===== config.mk =====
export PLATFORM = sky130hd
export DESIGN_NAME = uart_tx_ctrl_flat
export DESIGN_NICKNAME = d
export VERILOG_FILES = /design/src/rtl/uart_tx_ctrl_if.sv /design/src/rtl/uart_tx_ctrl.sv /design/src/flat_wrapper.sv
export SDC_FILE = /design/constraint.sdc
export NUM_CORES = 1
export LEC_CHECK = 0
export BUFFER_PORTS_ARGS = -buffer_cell sky130_fd_sc_hd__buf_2
export CAP_MARGIN = 20
export CORE_ASPECT_RATIO = 0.6
export CORE_MARGIN = 1
export CORE_UTILIZATION = 49
export DETAILED_ROUTE_END_ITERATION = 10
export PLACE_DENSITY = 0.74
export SLEW_MARGIN = 30
export SYNTH_ARGS = -nofsm -noshare
export SYNTH_HDL_FRONTEND = slang
export SYNTH_SLANG_ARGS = --single-unit

===== constraint.sdc =====
create_clock -name clk -period 2.43 [get_ports clk]
set_input_delay 0.486 -clock clk [delete_from_list [all_inputs] [get_ports clk]]
set_output_delay 0.486 -clock clk [all_outputs]
set_load 0.005 [all_outputs]

===== src/rtl/uart_tx_ctrl_if.sv =====
// uart_tx_ctrl_if
//  Byte handshake between the host-side byte source (master) and the UART
//  transmit controller (slave). A byte moves on a rising clk where
//  tx_valid && tx_ready.
//  Signals:
//   tx_data   master -> slave  byte to send (DATA_BITS wide)
//   tx_valid  master -> slave  tx_data holds a byte to send
//   tx_ready  slave -> master  controller idle, can accept a byte
interface uart_tx_ctrl_if #(
  parameter int DATA_BITS = 8
);
  logic [DATA_BITS-1:0] tx_data;
  logic                 tx_valid;
  logic                 tx_ready;

  modport master (output tx_data, output tx_valid, input tx_ready);
  modport slave  (input tx_data, input tx_valid, output tx_ready);
endinterface


===== src/rtl/uart_tx_ctrl.sv =====
// uart_tx_ctrl
//  Sequences one UART transmit frame: start bit, DATA_BITS data bits LSB first,
//  optional parity bit, then STOP_BITS stop bits. Each bit lasts OVERSAMPLE
//  pulses of baud_tick, the oversampled tick from the baud generator.
//  Ports:
//   clk        system clock
//   rst_n      asynchronous reset, active-low
//   baud_tick  1-clk pulse at OVERSAMPLE x baud rate
//   bus        byte handshake (slave side: tx_data, tx_valid in; tx_ready out)
//   tx         serial line, idle high, registered
//   tx_busy    frame in progress (inverse of tx_ready)
//   tx_done    1-clk pulse after the final stop bit ends
module uart_tx_ctrl #(
  parameter int DATA_BITS  = 8,
  parameter int OVERSAMPLE = 16,
  parameter int PARITY_EN  = 0,
  parameter int PARITY_ODD = 0,
  parameter int STOP_BITS  = 1
) (
  input  logic          clk,
  input  logic          rst_n,
  input  logic          baud_tick,
  uart_tx_ctrl_if.slave bus,
  output logic          tx,
  output logic          tx_busy,
  output logic          tx_done
);

  localparam int TICK_W = (OVERSAMPLE > 1) ? $clog2(OVERSAMPLE) : 1;
  localparam int BIT_W  = (DATA_BITS > 2) ? $clog2(DATA_BITS) : 2;

  localparam logic [TICK_W-1:0] TICK_LAST = TICK_W'(OVERSAMPLE - 1);
  localparam logic [BIT_W-1:0]  DATA_LAST = BIT_W'(DATA_BITS - 1);
  localparam logic [BIT_W-1:0]  STOP_LAST = BIT_W'(STOP_BITS - 1);

  if (STOP_BITS != 1 && STOP_BITS != 2) begin : g_bad_stop_bits
    $error("uart_tx_ctrl: STOP_BITS must be 1 or 2");
  end
  if (DATA_BITS < 5 || DATA_BITS > 9) begin : g_bad_data_bits
    $error("uart_tx_ctrl: DATA_BITS must be in 5..9");
  end
  if (OVERSAMPLE < 2) begin : g_bad_oversample
    $error("uart_tx_ctrl: OVERSAMPLE must be at least 2");
  end

  typedef enum logic [2:0] {
    IDLE,
    START,
    DATA,
    PARITY,
    STOP
  } state_t;

  state_t               state, state_next;
  logic [TICK_W-1:0]    tick_cnt, tick_cnt_next;
  logic [BIT_W-1:0]     bit_cnt, bit_cnt_next;
  logic [DATA_BITS-1:0] shift_reg, shift_next;
  logic                 parity_bit, parity_next;
  logic                 tx_next;
  logic                 done_next;
  logic                 bit_end;

  // A bit period closes on the tick that completes OVERSAMPLE counted ticks.
  assign bit_end = baud_tick && (tick_cnt == TICK_LAST);

  assign bus.tx_ready = (state == IDLE);
  assign tx_busy      = (state != IDLE);

  // State register; tx and tx_done are registered copies of the next-state
  // decode so the line changes exactly one clk after each bit boundary.
  always_ff @(posedge clk or negedge rst_n) begin
    if (!rst_n) begin
      state      <= IDLE;
      tick_cnt   <= '0;
      bit_cnt    <= '0;
      shift_reg  <= '0;
      parity_bit <= 1'b0;
      tx         <= 1'b1;
      tx_done    <= 1'b0;
    end else begin
      state      <= state_next;
      tick_cnt   <= tick_cnt_next;
      bit_cnt    <= bit_cnt_next;
      shift_reg  <= shift_next;
      parity_bit <= parity_next;
      tx         <= tx_next;
      tx_done    <= done_next;
    end
  end

  // Next-state and next-line-value decode.
  always_comb begin
    state_next    = state;
    tick_cnt_next = tick_cnt;
    bit_cnt_next  = bit_cnt;
    shift_next    = shift_reg;
    parity_next   = parity_bit;
    tx_next       = 1'b1;
    done_next     = 1'b0;

    // Ticks only count once a frame is running, so the tick that coincides
    // with acceptance is dropped and the start bit may be up to one tick
    // period shorter in wall time.
    if (state != IDLE && baud_tick) begin
      tick_cnt_next = bit_end ? '0 : tick_cnt + TICK_W'(1);
    end

    case (state)
      IDLE: begin
        if (bus.tx_valid) begin
          shift_next    = bus.tx_data;
          parity_next   = (^bus.tx_data) ^ (PARITY_ODD != 0);
          tick_cnt_next = '0;
          bit_cnt_next  = '0;
          state_next    = START;
          tx_next       = 1'b0;
        end
      end
      START: begin
        tx_next = 1'b0;
        if (bit_end) begin
          state_next = DATA;
          tx_next    = shift_reg[0];
        end
      end
      DATA: begin
        tx_next = shift_reg[0];
        if (bit_end) begin
          shift_next = shift_reg >> 1;
          if (bit_cnt == DATA_LAST) begin
            bit_cnt_next = '0;
            if (PARITY_EN != 0) begin
              state_next = PARITY;
              tx_next    = parity_bit;
            end else begin
              state_next = STOP;
              tx_next    = 1'b1;
            end
          end else begin
            bit_cnt_next = bit_cnt + BIT_W'(1);
            tx_next      = shift_reg[1];
          end
        end
      end
      PARITY: begin
        tx_next = parity_bit;
        if (bit_end) begin
          state_next = STOP;
          tx_next    = 1'b1;
        end
      end
      STOP: begin
        tx_next = 1'b1;
        // bit_cnt counts stop bits here so two stop bits need no extra state.
        if (bit_end) begin
          if (bit_cnt == STOP_LAST) begin
            state_next   = IDLE;
            bit_cnt_next = '0;
            done_next    = 1'b1;
          end else begin
            bit_cnt_next = bit_cnt + BIT_W'(1);
          end
        end
      end
      default: begin
        state_next = IDLE;
      end
    endcase
  end

endmodule


===== src/flat_wrapper.sv =====
// flat-port wrapper written by rule: the top's interface ports become plain ports
module uart_tx_ctrl_flat 
#(
  parameter int DATA_BITS  = 8,
  parameter int OVERSAMPLE = 16,
  parameter int PARITY_EN  = 0,
  parameter int PARITY_ODD = 0,
  parameter int STOP_BITS  = 1
)
  (clk, rst_n, baud_tick, tx, tx_busy, tx_done, bus_tx_data, bus_tx_valid, bus_tx_ready);
  uart_tx_ctrl_if #(.DATA_BITS(DATA_BITS)) bus_i ();
  input  logic clk;
  input  logic rst_n;
  input  logic baud_tick;
  output logic tx;
  output logic tx_busy;
  output logic tx_done;
  input wire logic [$bits(bus_i.tx_data)-1:0] bus_tx_data;
  input wire logic [$bits(bus_i.tx_valid)-1:0] bus_tx_valid;
  output wire logic [$bits(bus_i.tx_ready)-1:0] bus_tx_ready;
  assign bus_i.tx_data = bus_tx_data;
  assign bus_i.tx_valid = bus_tx_valid;
  assign bus_tx_ready = bus_i.tx_ready;
  uart_tx_ctrl #(.DATA_BITS(DATA_BITS), .OVERSAMPLE(OVERSAMPLE), .PARITY_EN(PARITY_EN), .PARITY_ODD(PARITY_ODD), .STOP_BITS(STOP_BITS)) u_core (.clk(clk), .rst_n(rst_n), .baud_tick(baud_tick), .bus(bus_i), .tx(tx), .tx_busy(tx_busy), .tx_done(tx_done));
endmodule

==> results.md, run 1 <==
* Result of the run: finished, final reports clean
* Post-place setup slack at 0.317 ns
* Syn nets at 137
* Unrepaired setup endpoints after global routing: false
* Layout cells sized above 1 at 28.9%
* Port-buffer cells at 15
* Total wirelength of the detailed-routed design at 2630 µm
* Cells after synthesis at 121
* Routed via count divided by cell count at 5.79
* Maximum root-to-sink buffer count at 2
* DRC violation count after routing at 0
* WL/cell at 15.9 µm
* Final Power at 1.22 mW
* CTS tree: yes
* Most common cell in the netlist: dfrtp_1
* Post-CTS setup-driven buffer insertion count at 0
* Area leader, netlist: dfrtp_1
* Post-cts repair resize count at 0
* Maximum number of pins on one net before global-route repair at 22
* Kind of path behind the tightest hold check: input pin to async pin
* Clock skew after layout at 0.00207 ns
* Max-capacitance violation count at 0
* Post-synth ARST share at 100%
* Top post-synthesis cells by area: dfrtp_1, mux2_2, xnor2_1
* Cell chosen for the clock root: clkbuf_8
* Final total negative setup slack at 0 ns
* Post-route non-filler standard cell count at 165
* Leakage power summed over all cells at 0.599 nW
* Die extent in y at 41.3 µm
* Initial core utilization at 55.0%
* Vias post-DR at 956
* Area share of the largest cell type after synthesis at 39.6%
* Fill cell instance count of the final layout at 192
* H-tree levels at 1
* Worst path setup slack after routing at 0.338 ns
* Clock network power share at 18.5%
* Critical path arrival at 2.24 ns
* Overflow left after global routing at 0
* Number of antenna-violating nets in the routed design at 0
* Clk sinks at 21
* Part of the total power dissipated in combinational logic at 31.7%
* Initial drt markers at 72
* Power Internal at 0.795 mW
* Dominant synthesized flop cell: dfrtp_1
* Detailed-placement wirelength estimate at 2020 µm
* Final min period at 2.09 ns
* Proportion of synthesized chip area in sequential cells at 41.7%
* Synthesized area at 0.00126 mm²
* Critical Path RT at 2.58 ns
* Area Growth Syn to Fin at 9.41%
* Clock latency on the worst-skew pair at 0.26 ns
* Cell row count at 13
* Power per unit of standard cell area at 883 mW/mm²
* Number of buffers created by CTS at 3
* Boundary Pins at 16
* Flip-flop count of the largest register, all copies and words added at 8
* Flop and latch count out of synthesis at 21
* Flop pwr share at 49.8%
* Peak supply drop at 0.344 mV
* Gp weighted congestion at 0.880
* Most instantiated cells after synthesis: dfrtp_1, mux2_2, nor2_1
* First-pass GRT wire length at 4000 µm
* Count of synthesis-stage warnings from yosys at 0
* Final slew viol count at 0
* Timing-limited maximum frequency at 478 MHz
* Hold_buf cts at 0
* Least-Margin Pin Slew at 0.504 ns
* Post-synthesis area per instance at 10.4 µm²
* Cell variety after synth at 37
* Fraction of power spent switching nets at 34.9%
* Final worst path period share at 86.1%
* Number of hold-slack violations in the final timing report at 0
* Type of the setup path with the least slack: flop to flop
* DIE WIDTH at 67.5 µm
* Number of global-route vias before repair at 821
* Floorplan die area at 0.00279 mm²
* Placed Cells incl. Taps at 161
* Nature of the critical path startpoint: flop
* Switching pwr at 0.425 mW
* Floorplan Core Area at 0.00229 mm²
* Critical path capture point type: flop
* Nets@finish at 152
* First drt pass iteration count at 4
* Max Fanout on Critical Path at 8
* Clock-pin slew of the registers on the worst-case setup and hold paths at 0.07 ns
* Antenna violations before repair at 0
* Final setup violation count at 0
* Remaining max-slew budget at the tightest pin at 66.3%
* Global router's overall resource usage at 21.4%
* Antenna Diode Count at 0
* EDFF count, synth at 0
## final timing paths
kind                            cells after the start  slack, ns                   to                start
worst min-delay path                                1       0.18      u_core.state[2]                rst_n
max in group asynchronous                           1       1.89            u_core.tx                rst_n
min in group clk                                    3       0.50  u_core.shift_reg[7]       bus_tx_data[7]
worst max register to register                      5       0.34  u_core.shift_reg[4]   u_core.tick_cnt[0]
worst min register to register                      1       0.51  u_core.shift_reg[6]  u_core.shift_reg[6]
worst max-delay path                                5       0.34  u_core.shift_reg[4]   u_core.tick_cnt[0]
## power by group through the flow
stage	sequential [mW]	clock, mW	combinational (mW)
floorplan	0.551	0	0.330
global placement	0.597	0	0.365
detailed placement	0.609	0	0.386
CTS	0.604	0.234	0.385
global route	0.626	0.252	0.431
finish	0.607	0.226	0.387
## critical path: stages (launching register included)
cell,delay [ns]
dfrtp_1,0.39
ha_1,0.22
and4_1,0.37
nand2_4,0.08
a211oi_4,0.51
mux2_2,0.40
## through the flow
stage                     hold slack, ns  instance area (µm²)  util [%]
final                              0.179                 1380      60.2
after global routing               0.191                 1380      60.2
after CTS                          0.191                 1380      60.2
after detailed placement           0.475                 1340      58.3
after global placement             0.467                 1340      58.3
after floorplan                    0.190                 1260         -
## cells in the final DEF, fill, tap and decap left out, types with 2 or more instances in the layout
| cell type | synthesis | routed |
|---|---|---|
| o21ai_0 | 7 | 7 |
| nor2_1 | 9 | 9 |
| dfrtp_1 | 20 | 20 |
| nand2_1 | 7 | 7 |
| a21oi_1 | 7 | 7 |
| o31ai_1 | 3 | 3 |
| ha_1 | 4 | 4 |
| inv_1 | 6 | 6 |
| xnor2_1 | 7 | 7 |
| nand4_1 | 2 | 2 |
| mux2i_1 | 2 | 2 |
| buf_2 | 1 | 15 |
| nor3_1 | 2 | 2 |
| clkbuf_8 | 0 | 3 |
| mux2_2 | 15 | 15 |
| nand2b_1 | 3 | 3 |
| a32o_1 | 2 | 2 |
| a211oi_1 | 2 | 2 |
## cells by family after synthesis
group	count (synthesis)	synth area share, %
simple gates	32	13.6
compound gates	28	15.5
flops	21	41.7
mux	17	15.0
buf+inv	12	5.45
xor+xnor	7	4.86
fa+ha+maj	4	3.96
## layer usage
layer / routed length (µm) / track usage, %
met1: 1280 / 29.7
met2: 1150 / 31.7
met3: 176 / 6.79
met4: 21 / 6.91
met5: 0 / 0
## layout make-up
cell class / count / area (µm²) / share of cell area (%)
clock buffer: 4 / 45.0 / 3.26
sequential: 21 / 527 / 38.1
multi-input combinational: 88 / 667 / 48.3
inverter: 6 / 22.5 / 1.63
tap: 30 / 37.5 / 2.72
timing repair buffer: 16 / 82.6 / 5.98
Power figures use the tool's default switching activity.
==> run 2: changes to the inputs <==
--- a/config.mk
+++ b/config.mk
@@ -7,11 +7,13 @@
 export LEC_CHECK = 0
 export BUFFER_PORTS_ARGS = -buffer_cell sky130_fd_sc_hd__buf_2
 export CAP_MARGIN = 20
+export CELL_PAD_IN_SITES_DETAIL_PLACEMENT = 1
+export CELL_PAD_IN_SITES_GLOBAL_PLACEMENT = 2
 export CORE_ASPECT_RATIO = 0.6
 export CORE_MARGIN = 1
-export CORE_UTILIZATION = 49
+export CORE_UTILIZATION = 30
 export DETAILED_ROUTE_END_ITERATION = 10
-export PLACE_DENSITY = 0.74
+export PLACE_DENSITY = 0.71
 export SLEW_MARGIN = 30
 export SYNTH_ARGS = -nofsm -noshare
 export SYNTH_HDL_FRONTEND = slang
==> run 2 against run 1 <==
  * Die area is 61% higher
  * Maximum frequency is 0.69% lower
  * Clock skew grew 0.0020 ns
==> results.md, run 2 (same netlist as run 1, synthesis figures left out) <==
* Power per unit of standard cell area at 865 mW/mm²
* CP cell instances: ha_1, and4_1, nand2_4, a211oi_4, mux2_2
* Leakage power summed over all cells at 0.609 nW
* Final Power at 1.24 mW
* Leading cell type in the layout, fill and taps excluded: dfrtp_1
* Timing-limited maximum frequency at 475 MHz
* Max Fanout on Critical Path at 8
* Final slew viol count at 0
* Initial drt markers at 64
* DIE WIDTH at 85.7 µm
* H-tree levels at 1
* Initial core utilization at 32.8%
* DRC violation count after routing at 0
* Commonest cells after routing, fill and taps aside: dfrtp_1, mux2_2, buf_2
* Antenna violations before repair at 0
* WL/cell at 15.4 µm
* Nature of the critical path startpoint: flop
* Cell Area, Placed at 0.00139 mm²
* Layout cells sized above 1 at 29.9%
* Post-cts repair resize count at 0
* Clock skew after layout at 0.00407 ns
* CTS tree: yes
* Critical path capture point type: flop
* Least-Margin Pin Slew at 0.622 ns
* Antenna Diode Count at 0
* Final total negative setup slack at 0 ns
* Final setup violation count at 0
* Max-capacitance violation count at 0
* Area Growth Syn to Fin at 13.3%
* Port-buffer cells at 15
* Detailed-placement wirelength estimate at 2290 µm
* Number of global-route vias before repair at 943
* Clock-pin slew of the registers on the worst-case setup and hold paths at 0.08 ns
* Clock latency on the worst-skew pair at 0.26 ns
* Unrepaired setup endpoints after global routing: false
* Cell chosen for the clock root: clkbuf_8
* Hold_buf cts at 0
* Critical Path RT at 2.58 ns
* Final min period at 2.11 ns
* Number of buffers created by CTS at 3
* Final std cell area, no fill at 0.00143 mm²
* Crit path max-delay cell type: a211oi_4
* Critical path arrival at 2.25 ns
* Overflow left after global routing at 0
* Boundary Pins at 16
* Buffering stage count on the worst path with inverters included at 0
* Cell row count at 17
* Maximum number of pins on one net before global-route repair at 22
* Floorplan Core Area at 0.00385 mm²
* Maximum root-to-sink buffer count at 2
* Number of antenna-violating nets in the routed design at 0
* Routed via count divided by cell count at 4.97
* Peak supply drop at 0.305 mV
* Floorplan die area at 0.00448 mm²
* Result of the run: finished, final reports clean
* Critical path's top delay family: compound AO/OA/AOI/OAI gates
* First-pass GRT wire length at 5010 µm
* Vias post-DR at 964
* Total wirelength of the detailed-routed design at 3000 µm
* Gp weighted congestion at 0.820
* Global router's overall resource usage at 15.3%
* Kind of path behind the tightest hold check: input pin to async pin
* Type of the setup path with the least slack: flop to flop
* Nets@finish at 154
* Die extent in y at 52.3 µm
* Flip-flop count of the largest register, all copies and words added at 8
* Final worst path period share at 86.7%
* Number of hold-slack violations in the final timing report at 0
* First drt pass iteration count at 4
* Delay of the slowest critical-path stage at 0.49 ns
* Remaining max-slew budget at the tightest pin at 57.5%
* Clk sinks at 21
* Post-CTS setup-driven buffer insertion count at 0
[run 2: per-layer routing]
layer,vias to the layer above,wire length [µm],track usage [%]
li1,465,-,-
met1,480,1570,22.9
met2,17,1290,21.5
met3,2,112,3.78
met4,0,28,4.17
met5,-,0,0
[run 2: layout make-up]
class | count | area, µm²
Sequential cell | 21 | 527
Multi-Input combinational cell | 88 | 667
Tap cell | 57 | 71.3
Clock buffer | 4 | 45.0
Timing Repair Buffer | 18 | 97.6
Inverter | 6 | 22.5
Fill cell | 453 | 2420
[run 2: worst paths after layout]
check                                         start             endpoint  slack, ns  cells after the start
min in group clk                     bus_tx_data[7]  u_core.shift_reg[7]       0.50                      3
worst max register to register   u_core.tick_cnt[0]  u_core.shift_reg[1]       0.32                      5
worst max-delay path             u_core.tick_cnt[0]  u_core.shift_reg[1]       0.32                      5
worst min-delay path                          rst_n   u_core.tick_cnt[3]       0.19                      1
max in group asynchronous                     rst_n            u_core.tx       1.88                      1
worst min register to register  u_core.shift_reg[2]  u_core.shift_reg[2]       0.51                      1
[run 2: where the power goes]
| group | internal, mW | leakage, nW | switching [mW] |
|---|---|---|---|
| combinational | 0.199 | 0.328 | 0.197 |
| clock | 0.117 | 0.0228 | 0.117 |
| sequential | 0.479 | 0.258 | 0.128 |
| total | 0.795 | 0.609 | 0.442 |
[run 2: per-stage QoR]
stage | hold WS [ns] | setup WS, ns | instances | util, %
after CTS | 0.203 | 0.318 | 194 | 37.1
after global routing | 0.214 | 0.202 | 194 | 37.1
after global placement | 0.484 | 0.366 | 190 | 36.0
final | 0.191 | 0.323 | 194 | 37.1
after detailed placement | 0.489 | 0.295 | 190 | 36.0
after floorplan | 0.190 | 0.571 | 121 | -
